### src/rtl/ram_port_arbiter.sv
// rtl/ram_port_arbiter.sv - two-requester round-robin sequencer for a single-port synchronous RAM
// Define ARB_FIXED_PRIO_EN to make requester 0 win every tie (requester 1 may starve).
module ram_port_arbiter #(
  parameter int DATA_WIDTH     = 8,
  parameter int ADDR_BUS_WIDTH = 8
) (
  input  logic                      clk,
  input  logic                      rst_n,
  input  logic                      req0,
  input  logic                      req1,
  input  logic                      we0,
  input  logic                      we1,
  input  logic [ADDR_BUS_WIDTH-1:0] addr0,
  input  logic [ADDR_BUS_WIDTH-1:0] addr1,
  input  logic [DATA_WIDTH-1:0]     wdata0,
  input  logic [DATA_WIDTH-1:0]     wdata1,
  output logic                      gnt0,
  output logic                      gnt1,
  output logic                      rvalid0,
  output logic                      rvalid1,
  output logic [DATA_WIDTH-1:0]     rdata,
  output logic                      read_en,
  output logic                      write_en,
  output logic [ADDR_BUS_WIDTH-1:0] address_loc,
  output logic [DATA_WIDTH-1:0]     data_in,
  input  logic [DATA_WIDTH-1:0]     data_out
);

  typedef enum logic [1:0] {IDLE, ISSUE, CAPTURE} state_t;

  state_t                    state, state_n;
  logic                      last_grant, last_grant_n;
  logic                      winner, winner_n;
  logic                      pick, pick_we;
  logic                      gnt0_n, gnt1_n, rvalid0_n, rvalid1_n;
  logic                      read_en_n, write_en_n;
  logic [ADDR_BUS_WIDTH-1:0] address_n;
  logic [DATA_WIDTH-1:0]     data_in_n, rdata_n;

  // pick = 1 selects requester 1
  always_comb begin
`ifdef ARB_FIXED_PRIO_EN
    pick = ~req0;
`else
    pick = (req0 && req1) ? ~last_grant : ~req0;
`endif
    pick_we = pick ? we1 : we0;
  end

  always_comb begin
    state_n      = state;
    last_grant_n = last_grant;
    winner_n     = winner;
    gnt0_n       = 1'b0;
    gnt1_n       = 1'b0;
    rvalid0_n    = 1'b0;
    rvalid1_n    = 1'b0;
    read_en_n    = 1'b0;
    write_en_n   = 1'b0;
    address_n    = address_loc;
    data_in_n    = data_in;
    rdata_n      = rdata;
    case (state)
      IDLE: begin
        if (req0 || req1) begin
          winner_n     = pick;
          last_grant_n = pick;
          gnt0_n       = ~pick;
          gnt1_n       = pick;
          address_n    = pick ? addr1 : addr0;
          data_in_n    = pick ? wdata1 : wdata0;
          read_en_n    = ~pick_we;
          write_en_n   = pick_we;
          state_n      = ISSUE;
        end
      end
      // RAM samples the strobes at the edge leaving this state
      ISSUE: state_n = read_en ? CAPTURE : IDLE;
      CAPTURE: begin
        rdata_n   = data_out;
        rvalid0_n = ~winner;
        rvalid1_n = winner;
        state_n   = IDLE;
      end
      default: state_n = IDLE;
    endcase
  end

  always_ff @(posedge clk) begin
    if (!rst_n) begin
      state       <= IDLE;
      last_grant  <= 1'b1;
      winner      <= 1'b0;
      gnt0        <= 1'b0;
      gnt1        <= 1'b0;
      rvalid0     <= 1'b0;
      rvalid1     <= 1'b0;
      read_en     <= 1'b0;
      write_en    <= 1'b0;
      address_loc <= '0;
      data_in     <= '0;
      rdata       <= '0;
    end else begin
      state       <= state_n;
      last_grant  <= last_grant_n;
      winner      <= winner_n;
      gnt0        <= gnt0_n;
      gnt1        <= gnt1_n;
      rvalid0     <= rvalid0_n;
      rvalid1     <= rvalid1_n;
      read_en     <= read_en_n;
      write_en    <= write_en_n;
      address_loc <= address_n;
      data_in     <= data_in_n;
      rdata       <= rdata_n;
    end
  end

endmodule

### config.mk
export PLATFORM = sky130hd
export DESIGN_NAME = ram_port_arbiter
export DESIGN_NICKNAME = d
export VERILOG_FILES = /design/src/rtl/ram_port_arbiter.sv
export SDC_FILE = /design/constraint.sdc
export NUM_CORES = 1
export LEC_CHECK = 0
export BUFFER_PORTS_ARGS = -buffer_cell sky130_fd_sc_hd__clkbuf_2
export CAP_MARGIN = 15
export CORE_MARGIN = 3
export CORE_UTILIZATION = 40
export DETAILED_ROUTE_END_ITERATION = 16
export GPL_ROUTABILITY_DRIVEN = 1
export PLACE_DENSITY = 0.74
export SLEW_MARGIN = 20
export SYNTH_ARGS = -nofsm -noshare
export SYNTH_HDL_FRONTEND = slang
export SYNTH_SLANG_ARGS = --single-unit
### constraint.sdc
create_clock -name clk -period 1.14 [get_ports clk]
set_input_delay 0.057 -clock clk [delete_from_list [all_inputs] [get_ports clk]]
set_output_delay 0.057 -clock clk [all_outputs]
set_load 0.01 [all_outputs]
==> results.md, run 1 <==
* First-pass GRT wire length at 6.748 mm
* Area Overhead vs Synth at 49.32%
* Relative slew slack at 0.7652
* Die area at 4456 um2
* Top-area cell type share of the netlist area at 0.4610
* Layout cells sized above 1 at 0.4727
* Clock skew at 0.007793 ns
* CP max-delay cell: dfxtp_4
* Synthesized area at 1476 um2
* Final hold violation count at 0
* Initial Util at 0.4289
* Width of the die at 66.76 um
* LEAKAGE at 0.9852 nW
* Fin worst setup slack at 0.02213 ns
* Number of synthesized flops with an enable pin at 0
* Synth warnings at 0
* H-tree depth at 2
* Critical path endpoint category: register
* #FFs+latches synth at 34
* Die H at 66.76 um
* Final setup vio count at 0
* Filler Cells Inserted at 304
* Reg-to-reg setup timing slack at 0.02 ns
* Clock period minus worst slack at 1.118 ns
* Clock-pin slew on the worst setup and hold paths at 0.07 ns
* WL per Instance at 13.96 um
* Root Driver: clkbuf_8
* Max VDD drop at 1.106 mV
* Slew Viols, Final at 0
* Clk_lat worst skew at 0.29 ns
* Gr usage total at 0.2006
* Crit path kind: reg -> reg
* Period utilization at 0.9806
* Post-synthesis sequential area ratio at 0.4610
* Avg Inst Size Synth at 8.894 um2
* Setup slack at placement at -0.01922 ns
* CORE AREA at 3442 um2
* CTS tree: done
* Post-Route WL at 4.216 mm
* CP Data Required Time at 1.31 ns
* Fmax at 894.6 MHz
* CP arrival at 1.29 ns
* IO Port Bufs at 75
* Slew @ Worst Pin at 0.3522 ns
* Syn Nets at 212
* Synth area leader: dfxtp_1
* Buf+Inv Stages, Crit Path at 0
* CTS Buffer Depth at 2
* Post-synth top cells: dfxtp_1 (34), a21oi_1 (26), nand2_1 (17), nand3_1 (17), o21ai_0 (15)
* DRC viols at 0
* IO Pins at 76
* Crit-path leading delay family: simple AND/OR/NAND/NOR gates
* MaxCap Viol Count at 0
* Vias in the first global route at 1,589
* Pre-antenna DRT Iters at 4
* Hold crit path type: in -> reg
* Pwr/cell area at 1376 nW/um2
* Cts bufs inserted at 5
* CP max FO at 5
* Antenna cells at 0
* CP Cell Sequence: or2_2, nor3_1, o21ai_1
* Footprint of the multi-input gates at 720.7 um2
* Outcome: finished, final reports clean
* Worst path max stage delay at 0.36 ns
* Top_reg_cell synth: dfxtp_1
* Nets at 302
* Via/cell ratio at 5.159
* Dpl cell area at 1926 um2
* Unique masters post-synth at 26
* Initial antenna violation count at 0
* Util after Layout at 0.6405
* FP Rows at 21
* Via count at 1,558
* RSZ-0062 raised after global routing: yes
* Worst setup SP type: register
* Sequential Area at 689.4 um2
* Async S/R FF share, synth at 0
* Post-Synthesis Cells at 166
* Hpwl dp at 2.997 mm
* Dominant cells by area after synthesis: dfxtp_1 (46%), a311oi_2 (10%), a21oi_1 (8.8%)
* Routed Antenna Nets at 0
* Largest net degree at the start of global routing at 20
* Total grt overflow at 0
* Final RePlAce weighted congestion at 0.7699
* Initial DRC count at 52
* Fin area at 2205 um2
* Most numerous cell in the Yosys netlist: dfxtp_1
* Hold Slack at 0.008435 ns
* # clock sinks at 34
## cell type report
cell class	instances	share of cell area
clock inverters	1	0.01362
flip-flops and latches	34	0.3127
inverters	2	0.003405
clock buffers	6	0.03746
repair buffers	101	0.2798
well taps	46	0.02611
multi-input cells	112	0.3269
## stage by stage
stage               cells  power, mW  setup TNS (ns)
floorplan             166      1.657               0
global placement      285      1.869               0
detailed placement    285      1.878        -0.03394
CTS                   301      3.032      -0.0009921
global route          302      3.174        -0.05510
finish                302      3.033               0
## logic make-up (layout without fill, tap and decap cells)
kind of cell,after synthesis,count (layout),synth area share
compound gates,62,62,0.2966
simple gates,50,50,0.1670
flops,34,34,0.4610
buf+inv,20,110,0.07542
## worst paths after layout
check / from / end / cells past startpoint
setup reg to reg: state[1]$_SDFFE_PN0P_ / last_grant$_SDFFE_PN1P_ / 3
hold / removal: rst_n / last_grant$_SDFFE_PN1P_ / 2
setup / recovery: state[1]$_SDFFE_PN0P_ / last_grant$_SDFFE_PN1P_ / 3
hold reg to reg: rdata[1]$_SDFFE_PN0N_ / rdata[1]$_SDFFE_PN0N_ / 2
## layout by cell type (no fill, tap or decap), types with 2 or more instances in the layout
cell type and count:
clkbuf_2 75, dfxtp_1 31, a21oi_1 26, nand2_1 17, nand3_1 17, a311oi_2 11
buf_4 11, o21ai_1 10, o21ai_0 8, dlygate4sd3_1 8, buf_6 7, clkbuf_8 6
a311oi_1 5, nor3_1 3, dfxtp_4 2
## state kept, by name, indices dropped and copies added (netlist names)
signal	flops
address_loc	8
state	2
write_en	1
gnt1	1
winner	1
data_in	8
read_en	1
gnt0	1
rvalid0	1
rvalid1	1
rdata	8
last_grant	1
## what timing repair did
item / 4_1_cts / 5_1_grt
endpoints found under the hold margin: 8 / 0
hold buffers: 8 / 0
cloned: 1 / 0
endpoints found under the setup margin: 6 / 14
setup buffers: 0 / 1
gates resized for setup: 10 / 19
pin swaps: 1 / 10
## power by group
part	switching [mW]	total (mW)	internal [mW]
clock	0.415	1.11	0.699
sequential	0.0504	1.32	1.27
combinational	0.304	0.598	0.294
total	0.770	3.03	2.26
## metal layers
layer | vias to the layer above | track usage | share of wire
li1 | 791 | - | -
met1 | 695 | 0.2147 | 0.41
met2 | 65 | 0.3626 | 0.50
met3 | 7 | 0.06239 | 0.071
met4 | 0 | 0.07868 | 0.018
met5 | - | 0 | 0
Power figures use the tool's default switching activity.
==> run 2: changes to the inputs <==
BUFFER_PORTS_ARGS = unset   (was -buffer_cell sky130_fd_sc_hd__clkbuf_2)
CORE_UTILIZATION = 55   (was 40)
DONT_BUFFER_PORTS = 1   (was unset)
PLACE_DENSITY = 0.72   (was 0.74)
==> run 2 against run 1 <==
Register-to-register slack is essentially flat; via count fell by 12%; flip-flop and latch count is the same; power fell by 18%; largest cell class unchanged; the flow now finishes with violations (hold timing).
==> results.md, run 2 (same netlist as run 1, synthesis figures left out) <==
* Outcome: complete, but fails checks (was finished, final reports clean)
* Failing checks: hold timing
* Slew @ Worst Pin at 0.3240 ns (was 0.3522 ns)
* IO Port Bufs at 0 (was 75)
* Fmax at 897.3 MHz (was 894.6 MHz)
* CP max FO at 4 (was 5)
* MaxCap Viol Count at 0 (unchanged)
* Flop pwr share at 0.547 (was 0.435)
* Setup slack at placement at -0.06642 ns (was -0.01922 ns)
* Nets at 229 (was 302)
* Logic pwr share at 0.175 (was 0.197)
* Post-Route WL at 3.934 mm (was 4.216 mm)
* CTS Buffer Depth at 2 (unchanged)
* Met2 Usage GRT at 0.4065 (was 0.3626)
* Critical path endpoint category: register (unchanged)
* Pwr/cell area at 1379 nW/um2 (was 1376 nW/um2)
* Final RePlAce weighted congestion at 0.7791 (was 0.7699)
* Switching power of the nets at 0.7077 mW (was 0.7699 mW)
* CTS tree: done (unchanged)
* Hold crit path type: in -> reg (unchanged)
* Initial DRC count at 42 (was 52)
* WL per Instance at 18.38 um (was 13.96 um)
* IO Pins at 76 (unchanged)
* Commonest non-fill, non-tap cells in the layout: dfxtp_1 (32), a21oi_1 (26), nand2_1 (17), nand3_1 (17), a311oi_2 (12) (was clkbuf_2 (75), dfxtp_1 (31), a21oi_1 (26))
* Top flop regs: address_loc (8), data_in (8), rdata (8) (unchanged)
* Width of the die at 57.81 um (was 66.76 um)
* Gr usage total at 0.2316 (was 0.2006)
* Clock share of power at 0.278 (was 0.367)
* Pre-antenna DRT Iters at 4 (unchanged)
* Period utilization at 0.9776 (was 0.9806)
* Fin worst setup slack at 0.02556 ns (was 0.02213 ns)
* Clk_lat worst skew at 0.33 ns (was 0.29 ns)
* First-pass GRT wire length at 5.982 mm (was 6.748 mm)
* Most common cell after layout, fill and taps aside: dfxtp_1 (was clkbuf_2)
* Cts bufs inserted at 5 (unchanged)
* Largest net degree at the start of global routing at 21 (was 20)
* Relative slew slack at 0.7837 (was 0.7652)
* Final setup vio count at 0 (unchanged)
* GRT busiest layer: met2 (unchanged)
* Initial antenna violation count at 0 (unchanged)
* Total negative slack at 0 ns (unchanged)
* Pint at 1.781 mW (was 2.263 mW)
* Antenna cells at 0 (unchanged)
* Layout cells sized above 1 at 0.2554 (was 0.4727)
* Area Overhead vs Synth at 22.20% (was 49.32%)
* Max VDD drop at 1.219 mV (was 1.106 mV)
* Die H at 57.81 um (was 66.76 um)
* LEAKAGE at 0.6548 nW (was 0.9852 nW)
* Dpl cell area at 1535 um2 (was 1926 um2)
* Met3 Track Usage GR at 0.07795 (was 0.06239)
* Vias in the first global route at 1,366 (was 1,589)
* Slew Viols, Final at 0 (unchanged)
* Via count at 1,369 (was 1,558)
* Sw frac at 0.2844 (was 0.2539)
* Worst setup SP type: register (unchanged)
* RSZ-0062 raised after global routing: yes (unchanged)
* Clock-pin slew on the worst setup and hold paths at 0.10 ns (was 0.07 ns)
* # clock sinks at 34 (unchanged)
* Hold Slack at -0.1923 ns (was 0.008435 ns)
* Clock skew at 0.006846 ns (was 0.007793 ns)
* Hpwl dp at 2.655 mm (was 2.997 mm)
* CP Data Required Time at 1.37 ns (was 1.31 ns)
* Met1 Use GR at 0.2580 (was 0.2147)
* Total grt overflow at 0 (unchanged)
* Initial Util at 0.5853 (was 0.4289)
* Crit path kind: reg -> reg (unchanged)
* Clock period minus worst slack at 1.114 ns (was 1.118 ns)
* Post-CTS setup buffers at 0 (unchanged)
* Final std cells w/o fill at 214 (was 302)
* CP arrival at 1.34 ns (was 1.29 ns)
* Die area at 3342 um2 (was 4456 um2)
* Fin area at 1804 um2 (was 2205 um2)
* Root Driver: clkbuf_4 (was clkbuf_8)
* CORE AREA at 2522 um2 (was 3442 um2)
* Cell count after placement at 193 (was 285)
* Routed Antenna Nets at 0 (unchanged)
* Final hold violation count at 18 (was 0)
* DRC viols at 0 (unchanged)
* H-tree depth at 2 (unchanged)
* Via/cell ratio at 6.397 (was 5.159)
* FP Rows at 18 (was 21)
[run 2: cell types whose count changed in the layout (fill, tap and decap cells not counted), sizes merged]
cell,previous run,this run
clkinv,0,1
dlygate4sd3,8,11
bufinv,1,0
clkbuf,81,7
buf,18,17
[run 2: worst paths after layout]
kind | cells after the start | startpoint | slack (ns) | to
max | 3 | state[1]$_SDFFE_PN0P_ | 0.03 | gnt0$_SDFF_PN0_
min | 1 | req0 | -0.19 | gnt1$_SDFF_PN0_
max reg2reg | 3 | state[1]$_SDFFE_PN0P_ | 0.03 | gnt0$_SDFF_PN0_
min reg2reg | 1 | winner$_SDFFE_PN0P_ | 0.46 | rvalid0$_SDFF_PN0_
[run 2: area by class of cell]
class,count,area [um2]
well taps,30,37.54
clock buffers,7,55.05
inverters,2,7.507
multi-input cells,112,743.2
clock inverters,1,5.005
fillers,204,718.2
repair buffers,28,270.3
flip-flops and latches,34,685.7
[run 2: power groups by stage]
stage	Sequential, mW	Combinational [mW]	Clock, mW
finish	1.36	0.435	0.692
CTS	1.36	0.383	0.705
floorplan	1.37	0.286	0
global placement	1.38	0.332	0
global route	1.37	0.475	0.762
detailed placement	1.39	0.351	0
[run 2: worst max-delay path, cell delays in order (launching register included)]
cell,delay [ns]
dfxtp_2,0.35
buf_4,0.14
or2_4,0.26
nor4_1,0.26
[run 2: stage by stage]
stage | power [mW] | utilization
floorplan | 1.657 | -
global placement | 1.716 | 0.6086
detailed placement | 1.737 | 0.6086
CTS | 2.447 | 0.6746
global route | 2.609 | 0.7153
finish | 2.488 | 0.7153
[run 2: metal layers]
layer | up-vias | wire length [um]
met5 | - | 0
met4 | 0 | 66
met3 | 9 | 293
met2 | 58 | 2031
met1 | 659 | 1543
li1 | 643 | -
[run 2: timing repair]
action                                  in CTS  in global routing
pin swaps                                    1                 11
endpoints found under the setup margin      10                 28
hold buffers                                10                  1
gates resized for setup                      2                 29
endpoints found under the hold margin       30                 18
gates cloned                                 0                  2
